## src/rtl/sram_i_rd_sched.sv

```systemverilog
// Single-port IFM SRAM scheduler: loader writes in IDLE, KxK window read sweep in RUN, credit-limited output FIFO.
// Optional macro SRAM_I_RD_SCHED_STALL_CNT_EN adds the stall_cnt output.
module sram_i_rd_sched #(
   parameter int WORD_AMOUNT  = 3136,
   parameter int BIT_PER_WORD = 145,
   parameter int ADDR_W       = $clog2(WORD_AMOUNT),
   parameter int FM_H         = 56,
   parameter int FM_W         = 56,
   parameter int K            = 3,
   parameter int FIFO_DEPTH   = 4
) (
   input  logic                    clk,
   input  logic                    rst_n,
   input  logic                    start,
   input  logic                    wr_valid,
   output logic                    wr_ready,
   input  logic [ADDR_W-1:0]       wr_addr,
   input  logic [BIT_PER_WORD-1:0] wr_data,
   output logic                    sram_we,
   output logic [ADDR_W-1:0]       sram_addr,
   output logic [BIT_PER_WORD-1:0] sram_din,
   input  logic [BIT_PER_WORD-1:0] sram_dout,
   output logic                    rd_valid,
   input  logic                    rd_ready,
   output logic [BIT_PER_WORD-1:0] rd_data,
   output logic                    rd_last,
   output logic                    rd_end,
   output logic                    busy,
   output logic                    done
`ifdef SRAM_I_RD_SCHED_STALL_CNT_EN
   ,
   output logic [31:0]             stall_cnt
`endif
);

   localparam int PTR_W = $clog2(FIFO_DEPTH);
   localparam int CNT_W = PTR_W + 1;
   localparam logic [ADDR_W-1:0] K_LAST   = ADDR_W'(K - 1);
   localparam logic [ADDR_W-1:0] OX_LAST  = ADDR_W'(FM_W - K);
   localparam logic [ADDR_W-1:0] OY_LAST  = ADDR_W'(FM_H - K);
   localparam logic [ADDR_W-1:0] ROW_STEP = ADDR_W'(FM_W);
   localparam logic [ADDR_W-1:0] WIN_WRAP = ADDR_W'(K);
   localparam logic [CNT_W:0]    CREDIT_MAX = (CNT_W+1)'(FIFO_DEPTH);

   typedef enum logic [1:0] {IDLE, RUN, DRAIN} state_t;

   state_t            state_q, state_d;
   logic [ADDR_W-1:0] kx_q, kx_d, ky_q, ky_d, ox_q, ox_d, oy_q, oy_d;
   logic [ADDR_W-1:0] winBase_q, winBase_d, rowBase_q, rowBase_d, addr_q, addr_d;
   logic              infl_q, inflLast_q, inflEnd_q;
   logic [PTR_W-1:0]  wrPtr_q, rdPtr_q;
   logic [CNT_W-1:0]  count_q;
   logic              done_q;
   logic [BIT_PER_WORD+1:0] fifoMem [FIFO_DEPTH];

   logic              issue, issueLast, issueEnd, push, pop, headLast, headEnd, doneSet;
   logic [CNT_W:0]    credit;

   assign push      = infl_q;
   assign rd_valid  = (count_q != '0);
   assign pop       = rd_valid && rd_ready;
   assign {headEnd, headLast, rd_data} = fifoMem[rdPtr_q];
   assign rd_last   = rd_valid && headLast;
   assign rd_end    = rd_valid && headEnd;
   assign busy      = (state_q == RUN) || (state_q == DRAIN);
   assign done      = done_q;
   // A read in flight already owns a FIFO slot, so it counts against the credit.
   assign credit    = (CNT_W+1)'(count_q) + (CNT_W+1)'(infl_q);
   assign issueLast = (kx_q == K_LAST) && (ky_q == K_LAST);
   assign issueEnd  = issueLast && (ox_q == OX_LAST) && (oy_q == OY_LAST);

   always_comb begin
      state_d   = state_q;
      kx_d      = kx_q;
      ky_d      = ky_q;
      ox_d      = ox_q;
      oy_d      = oy_q;
      winBase_d = winBase_q;
      rowBase_d = rowBase_q;
      addr_d    = addr_q;
      issue     = 1'b0;
      doneSet   = 1'b0;
      wr_ready  = 1'b0;
      sram_we   = 1'b0;
      sram_addr = '0;
      sram_din  = '0;
      case (state_q)
         IDLE: begin
            wr_ready = 1'b1;
            if (wr_valid) begin
               sram_we   = 1'b1;
               sram_addr = wr_addr;
               sram_din  = wr_data;
            end
            if (start) begin
               state_d   = RUN;
               kx_d      = '0;
               ky_d      = '0;
               ox_d      = '0;
               oy_d      = '0;
               winBase_d = '0;
               rowBase_d = '0;
               addr_d    = '0;
            end
         end
         RUN: begin
            sram_addr = addr_q;
            if (credit < CREDIT_MAX) begin
               issue = 1'b1;
               // winBase tracks the window origin, rowBase the current window row; only adds are needed.
               if (kx_q != K_LAST) begin
                  kx_d   = kx_q + 1'b1;
                  addr_d = addr_q + 1'b1;
               end else if (ky_q != K_LAST) begin
                  kx_d      = '0;
                  ky_d      = ky_q + 1'b1;
                  rowBase_d = rowBase_q + ROW_STEP;
                  addr_d    = rowBase_q + ROW_STEP;
               end else if (ox_q != OX_LAST) begin
                  kx_d      = '0;
                  ky_d      = '0;
                  ox_d      = ox_q + 1'b1;
                  winBase_d = winBase_q + 1'b1;
                  rowBase_d = winBase_q + 1'b1;
                  addr_d    = winBase_q + 1'b1;
               end else if (oy_q != OY_LAST) begin
                  kx_d      = '0;
                  ky_d      = '0;
                  ox_d      = '0;
                  oy_d      = oy_q + 1'b1;
                  winBase_d = winBase_q + WIN_WRAP;
                  rowBase_d = winBase_q + WIN_WRAP;
                  addr_d    = winBase_q + WIN_WRAP;
               end else begin
                  state_d = DRAIN;
               end
            end
         end
         DRAIN: begin
            if (pop && headEnd) begin
               state_d = IDLE;
               doneSet = 1'b1;
            end
         end
         default: state_d = IDLE;
      endcase
   end

   always_ff @(posedge clk or negedge rst_n) begin
      if (!rst_n) begin
         state_q    <= IDLE;
         kx_q       <= '0;
         ky_q       <= '0;
         ox_q       <= '0;
         oy_q       <= '0;
         winBase_q  <= '0;
         rowBase_q  <= '0;
         addr_q     <= '0;
         infl_q     <= 1'b0;
         inflLast_q <= 1'b0;
         inflEnd_q  <= 1'b0;
         wrPtr_q    <= '0;
         rdPtr_q    <= '0;
         count_q    <= '0;
         done_q     <= 1'b0;
      end else begin
         state_q    <= state_d;
         kx_q       <= kx_d;
         ky_q       <= ky_d;
         ox_q       <= ox_d;
         oy_q       <= oy_d;
         winBase_q  <= winBase_d;
         rowBase_q  <= rowBase_d;
         addr_q     <= addr_d;
         infl_q     <= issue;
         inflLast_q <= issue && issueLast;
         inflEnd_q  <= issue && issueEnd;
         if (push) wrPtr_q <= wrPtr_q + 1'b1;
         if (pop) rdPtr_q <= rdPtr_q + 1'b1;
         count_q    <= count_q + CNT_W'(push) - CNT_W'(pop);
         done_q     <= doneSet;
      end
   end

   always_ff @(posedge clk) begin
      if (push) fifoMem[wrPtr_q] <= {inflEnd_q, inflLast_q, sram_dout};
   end

`ifdef SRAM_I_RD_SCHED_STALL_CNT_EN
   logic [31:0] stallCnt_q;

   always_ff @(posedge clk or negedge rst_n) begin
      if (!rst_n) begin
         stallCnt_q <= '0;
      end else if ((state_q == IDLE) && start) begin
         stallCnt_q <= '0;
      end else if (busy && rd_valid && !rd_ready && (stallCnt_q != '1)) begin
         stallCnt_q <= stallCnt_q + 1'b1;
      end
   end

   assign stall_cnt = stallCnt_q;
`endif

endmodule

```

## config.mk

```make
export PLATFORM = sky130hd
export DESIGN_NAME = sram_i_rd_sched
export DESIGN_NICKNAME = d
export VERILOG_FILES = /design/src/rtl/sram_i_rd_sched.sv
export SDC_FILE = /design/constraint.sdc
export NUM_CORES = 1
export LEC_CHECK = 0
export ABC_AREA = 1
export ABC_CLOCK_PERIOD_IN_PS = 7770
export CAP_MARGIN = 15
export CORE_AREA = 2 2 241 243
export DETAILED_ROUTE_END_ITERATION = 12
export DIE_AREA = 0 0 243 245
export GPL_TIMING_DRIVEN = 0
export MAX_ROUTING_LAYER = met4
export PLACE_DENSITY = 0.81
export SYNTH_ARGS = -nofsm -noshare
export SYNTH_HDL_FRONTEND = slang
export SYNTH_SLANG_ARGS = --single-unit
export TNS_END_PERCENT = 50
```

## constraint.sdc

```tcl
create_clock -name clk -period 7.77 [get_ports clk]
set_clock_uncertainty 0.2 [all_clocks]
set_input_delay 1.554 -clock clk [delete_from_list [all_inputs] [get_ports clk]]
set_output_delay 1.554 -clock clk [all_outputs]
set_load 0.02 [all_outputs]
```

---- Yosys cells after proc, flatten, opt, wreduce, memory -nomap -nowiden ----
Memory sizes are Yosys's and may differ from the RTL's.
Index checks and enable logic that the tools add are counted.
cells by class
  add/subtract/negate cells ............... 13
  order comparisons ....................... 1
  equality and inequality tests ........... 21
  muxes and demuxes ....................... 56
  reductions and logical operators ........ 18
operators by type and width
  kind                     count
  $mux W12                 29
  $mux W145                2
  $pmux W12 S2             8
  $add A12 B1 Y12 const B  6
  $eq A12 B2 Y1 const B    2
  $eq A12 B6 Y1 const B    2
  $ne A12 B2 Y1 const B    2
  $ne A12 B6 Y1 const B    2
  $mux W2                  7
  $reduce_and A7 Y1        2
  $add A12 B2 Y12 const B  1
  $add A12 B6 Y12 const B  1
  $ne A2 B2 Y1 const B     5
  $logic_and A1 B1 Y1      9
  $mux W1                  9
  $ne A2 B1 Y1 const B     3
  $pmux W2 S3              1
  $reduce_and A6 Y1        1
  $ne A5 B1 Y1 const B     1
  $reduce_and A5 Y1        1
  $add A2 B1 Y2 const B    2
  $add A3 B1 Y4            1
  $lt A4 B3 Y1 const B     1
  $ne A4 B1 Y1 const B     1
  10 further kinds         10
word-level totals
  bits in registers ....................... 97
  RAM bits ................................ 588
  bits of input ports ..................... 307
  output and inout bits ................... 309
  logic and storage cells ................. 125
  memories kept ........................... 1
memories
  name     words  bits a word  read ports  clocked after memory_dff  wr ports  line  source
  fifoMem  4      147          1           0                         1         54    logic [BIT_PER_WORD+1:0] fifoMem [FIFO_DEPTH];

---- Longest topological paths before layout ----
  depth in word-level cells ............... 7
  mapped depth ............................ 17
  gate-level depth less buffers ........... 17

---- Least setup slack after synthesis ----
Ideal clock, no wire load.
  path type ............................... input to output
  from .................................... input wr_valid
  to ...................................... output sram_din[100]
  arrival time ............................ 2605 ps
  required time ........................... 6016 ps
  setup slack ............................. 3411 ps
  stages .................................. 5
  path buffers ............................ 3
  cells stage by stage .................... nand2_1 > clkbuf_1 > clkbuf_1 > buf_1 > nor2_1
on the way
  longest elaborated chain between the ends .. 2
RTL lines
  item         line  source
  from (decl)  15    input logic wr_valid,
  $mux W145    90    if (wr_valid) begin
  $mux W145    87    case (state_q)
  to (decl)    21    output logic [BIT_PER_WORD-1:0] sram_din,
Every way passes these cells.

---- Worst setup path in the final report ----
  from .................................... register rdPtr_q[0]
  to ...................................... output rd_data[101]
on the way
  longest elaborated chain between the ends .. 1
RTL lines
  item                    line  source
  from (decl)             51    logic [PTR_W-1:0] wrPtr_q, rdPtr_q;
  from (signal assigned)  179   if (pop) rdPtr_q <= rdPtr_q + 1'b1;
  $mem_v2 Z4 W147         -
  to (decl)               25    output logic [BIT_PER_WORD-1:0] rd_data,
Every way passes these cells.

==> impl_metrics.tcl <==
set metrics [dict create \
    crit_slowest_cell "clkdlybuf4s50_1" \
    wl_um 101000 \
    cts-buffers-inserted 68 \
    die-area_sq_um 59500 \
    dr.first_iter.drc_count 2790 \
    critical_path.top_delay_family "buffers and inverters" \
    cts_tree "yes" \
    fin_crit_ps 6100 \
    synth_mux_area_frac 0 \
    slew_headroom 0.265 \
    worst-path-buf-inv 6 \
    intPower_mw 8.61 \
    wl_per_cell_um 23.7 \
    violations "design-rule violations" \
    via_count 24000 \
    synthFlopType "edfxtp_1" \
    maxCapViolCount 0 \
    clock_latency_ps 600 \
    finalHoldWorstSlack_ps 292 \
    pwr-share-seq 0.320 \
    synthToLayoutAreaGrowth_pct 32.6 \
    place_inst 4108 \
    ioPinCount 616 \
    synth_xor_area_frac 0.00806 \
    cts_setup_buffers 0 \
    synth_top_area_share 0.602 \
    numClockSinks 685 \
    synth_seq_area_share 0.685 \
    syn_area_per_cell_sq_um 10.8 \
    clkTransAtPathRegs_ps 60 \
    antenna_found_initial 23 \
    synth_top_family_by_area "simple AND/OR/NAND/NOR gates" \
    p_clk_frac 0.223 \
    end_kind "primary output" \
    synth_area_leaders "edfxtp_1 (60%), dfrtp_1 (8.3%), nor2_1 (7.0%)" \
    final_common_cell "clkdlybuf4s50_1" \
    drt_first_pass_iters 10 \
    clockBufferDepth 3 \
    drtAntennaViolNets 0 \
    netlist_area_sq_um 29300 \
    worstReg2RegStart "ox_q[0]" \
    drc 2 \
    ys_ff_latch 685 \
    status "finished with violations" \
    grt_pass1_vias 22300 \
    hold_buffers 0 \
    synth_area_leader_cell "edfxtp_1" \
    max_clock_freq_mhz 164 \
    synthCells 2723 \
    p_leak_nw 14.3 \
    start_kind "flip-flop" \
    max-vdd-ir-drop_mv 0.256 \
    yosysWarnings 0 \
    synth_compound_area_frac 0.0989 \
    gp_congestion 1.02 \
    nets 3743 \
    ctsResizeCount 0 \
    grt_max_degree 119 \
    switchingPower_mw 5.92 \
    cp_data_required_time_ps 6020 \
    initial_core_util 0.514 \
    gr-total-overflow 0 \
    synth_edf_count 588 \
    netSwitchingFraction 0.407 \
    cts_max_level 3 \
    setup_viol_count_final 0 \
    dp.final_hpwl_um 72200 \
    power_frac_comb 0.457 \
    post-route-period-util 0.784 \
    die_w_um 243 \
    layout_common_cells "clkdlybuf4s50_1 (614), edfxtp_1 (588), nor2_1 (550)" \
    tightest_slew_ps 1100 \
    crit_start "rdPtr_q[0]" \
    cp_cell_sequence "buf_2 -> buf_2 -> clkbuf_1 -> buf_2 -> buf_2 -> nor2_1 -> o22ai_1 -> clkdlybuf4s50_1" \
    slowest_delay_ps 730 \
    crit_fanout 10 \
    finalSetupTns_ps 0 \
    port_buffers 615 \
    slew_viol_final 0 \
    power_density_nw_per_um2 374 \
    root_buffer "clkbuf_16" \
    async_flop_share 0.142 \
    synth-simple-area-share 0.144 \
    grtUsageTotal 0.339 \
    critPathKind "flip-flop to primary output" \
    synth_adder_area_share 0.0103 \
    synthesis.nets 3053 \
    worstHoldStart "inflEnd_q" \
    n_fill_cell 4039 \
    die_h_um 245 \
    hold_violations 0 \
    vias_per_cell 5.62 \
    core_area_sq_um 57000 \
    final_cells 4266 \
    min_path_type "flip-flop to flip-flop" \
    placementRows 88 \
    grt_pass1_wl_um 144000 \
    drive_gt1_frac 0.0450 \
    ys_types 37 \
    cp_common_cell "buf_2" \
    grt_setup_unrepaired "false" \
    critical_path_arrival_ps 4340 \
]
flip-flops by register name (all words and copies together) (netlist names):
name / flops
oy_q: 12
fifoMem: 588
inflEnd_q: 1
winBase_q: 12
rdPtr_q: 2
done: 1
kx_q: 12
addr_q: 12
wrPtr_q: 2
ky_q: 12
inflLast_q: 1
state_q: 2
count_q: 3
ox_q: 12
rowBase_q: 12
infl_q: 1
power groups by stage:
stage          clock network, mW  logic, mW  registers, mW
2_1_floorplan                  0       3.32           4.74
3_3_place_gp                   0       6.38           4.81
3_5_place_dp                   0       6.49           4.72
4_1_cts                     3.27       6.54           4.65
5_1_grt                     3.40       6.97           4.69
6_report                    3.25       6.64           4.65
worst register-to-register path, delay by kind of cell (launching register included):
| kind | cells | cell delay (ps) |
|---|---|---|
| AOI/OAI and AO/OA | 2 | 520 |
| adders and majority gates | 2 | 430 |
| buffers and inverters | 2 | 220 |
| DFF | 1 | 470 |
| and+or+nand+nor | 7 | 1050 |
kinds of logic after synthesis:
kind of cell	count (synthesis)
AOI/OAI and AO/OA	536
xor gates and xnor gates	27
buffers and inverters	409
adders and majority gates	23
and+or+nand+nor	1043
DFF	685
path summary, 6_finish.rpt:
check / end / slack, ps / cells after the start
hold / removal: fifoMem[1][146] / 290 / 0
max in group asynchronous: count_q[0] / 5850 / 2
hold reg to reg: fifoMem[1][146] / 290 / 0
setup / recovery: rd_data[101] / 1670 / 8
min in group asynchronous: kx_q[11] / 830 / 1
setup reg to reg: addr_q[3] / 4800 / 13
metrics by stage:
stage / worst slack, ps / cell area, sq um / utilization / power (mW)
finish: 1670 / 38900 / 0.682 / 14.5
global route: 1580 / 38900 / 0.682 / 15.1
CTS: 1600 / 38800 / 0.681 / 14.5
detailed placement: 1790 / 36600 / 0.642 / 11.2
global placement: 1040 / 36500 / 0.639 / 11.2
floorplan: 3410 / 29300 / - / 8.06
layer usage:
metal / share of wire / track usage / routed length, um / vias to the layer above
li1: - / - / - / 10800
met1: 0.40 / 0.454 / 40100 / 11500
met2: 0.44 / 0.489 / 44600 / 1455
met3: 0.14 / 0.127 / 13800 / 185
met4: 0.027 / 0.0879 / 2740 / 0
met5: 0 / - / 0 / -
cell type report:
| type | instances | area [sq um] | area share |
|---|---|---|---|
| multi-input combinational | 1629 | 7680 | 0.197 |
| clock buffer | 85 | 1800 | 0.0461 |
| antenna | 35 | 87.6 | 0.00225 |
| inverter | 262 | 1010 | 0.0260 |
| buffer | 147 | 592 | 0.0152 |
| timing repair buffer | 620 | 6290 | 0.162 |
| tap | 765 | 957 | 0.0246 |
| clock inverter | 38 | 414 | 0.0106 |
| sequential | 685 | 20100 | 0.516 |
synthesized netlist by cell type (3+ instances only):
library cell / instances
nor2_1: 550
xor2_1: 25
buf_1: 13
or2_2: 10
buf_2: 21
nand3_1: 111
o22ai_1: 145
dfrtp_1: 97
clkbuf_1: 108
nand2_2: 4
nor3_1: 25
nand2_1: 306
o21ai_0: 348
edfxtp_1: 588
buf_4: 3
a22o_1: 3
inv_2: 5
nand4_1: 22
inv_1: 257
ha_1: 21
nand3b_1: 8
a21oi_1: 14
o21ai_1: 18
Note: power is estimated with default switching activity, not from simulation.
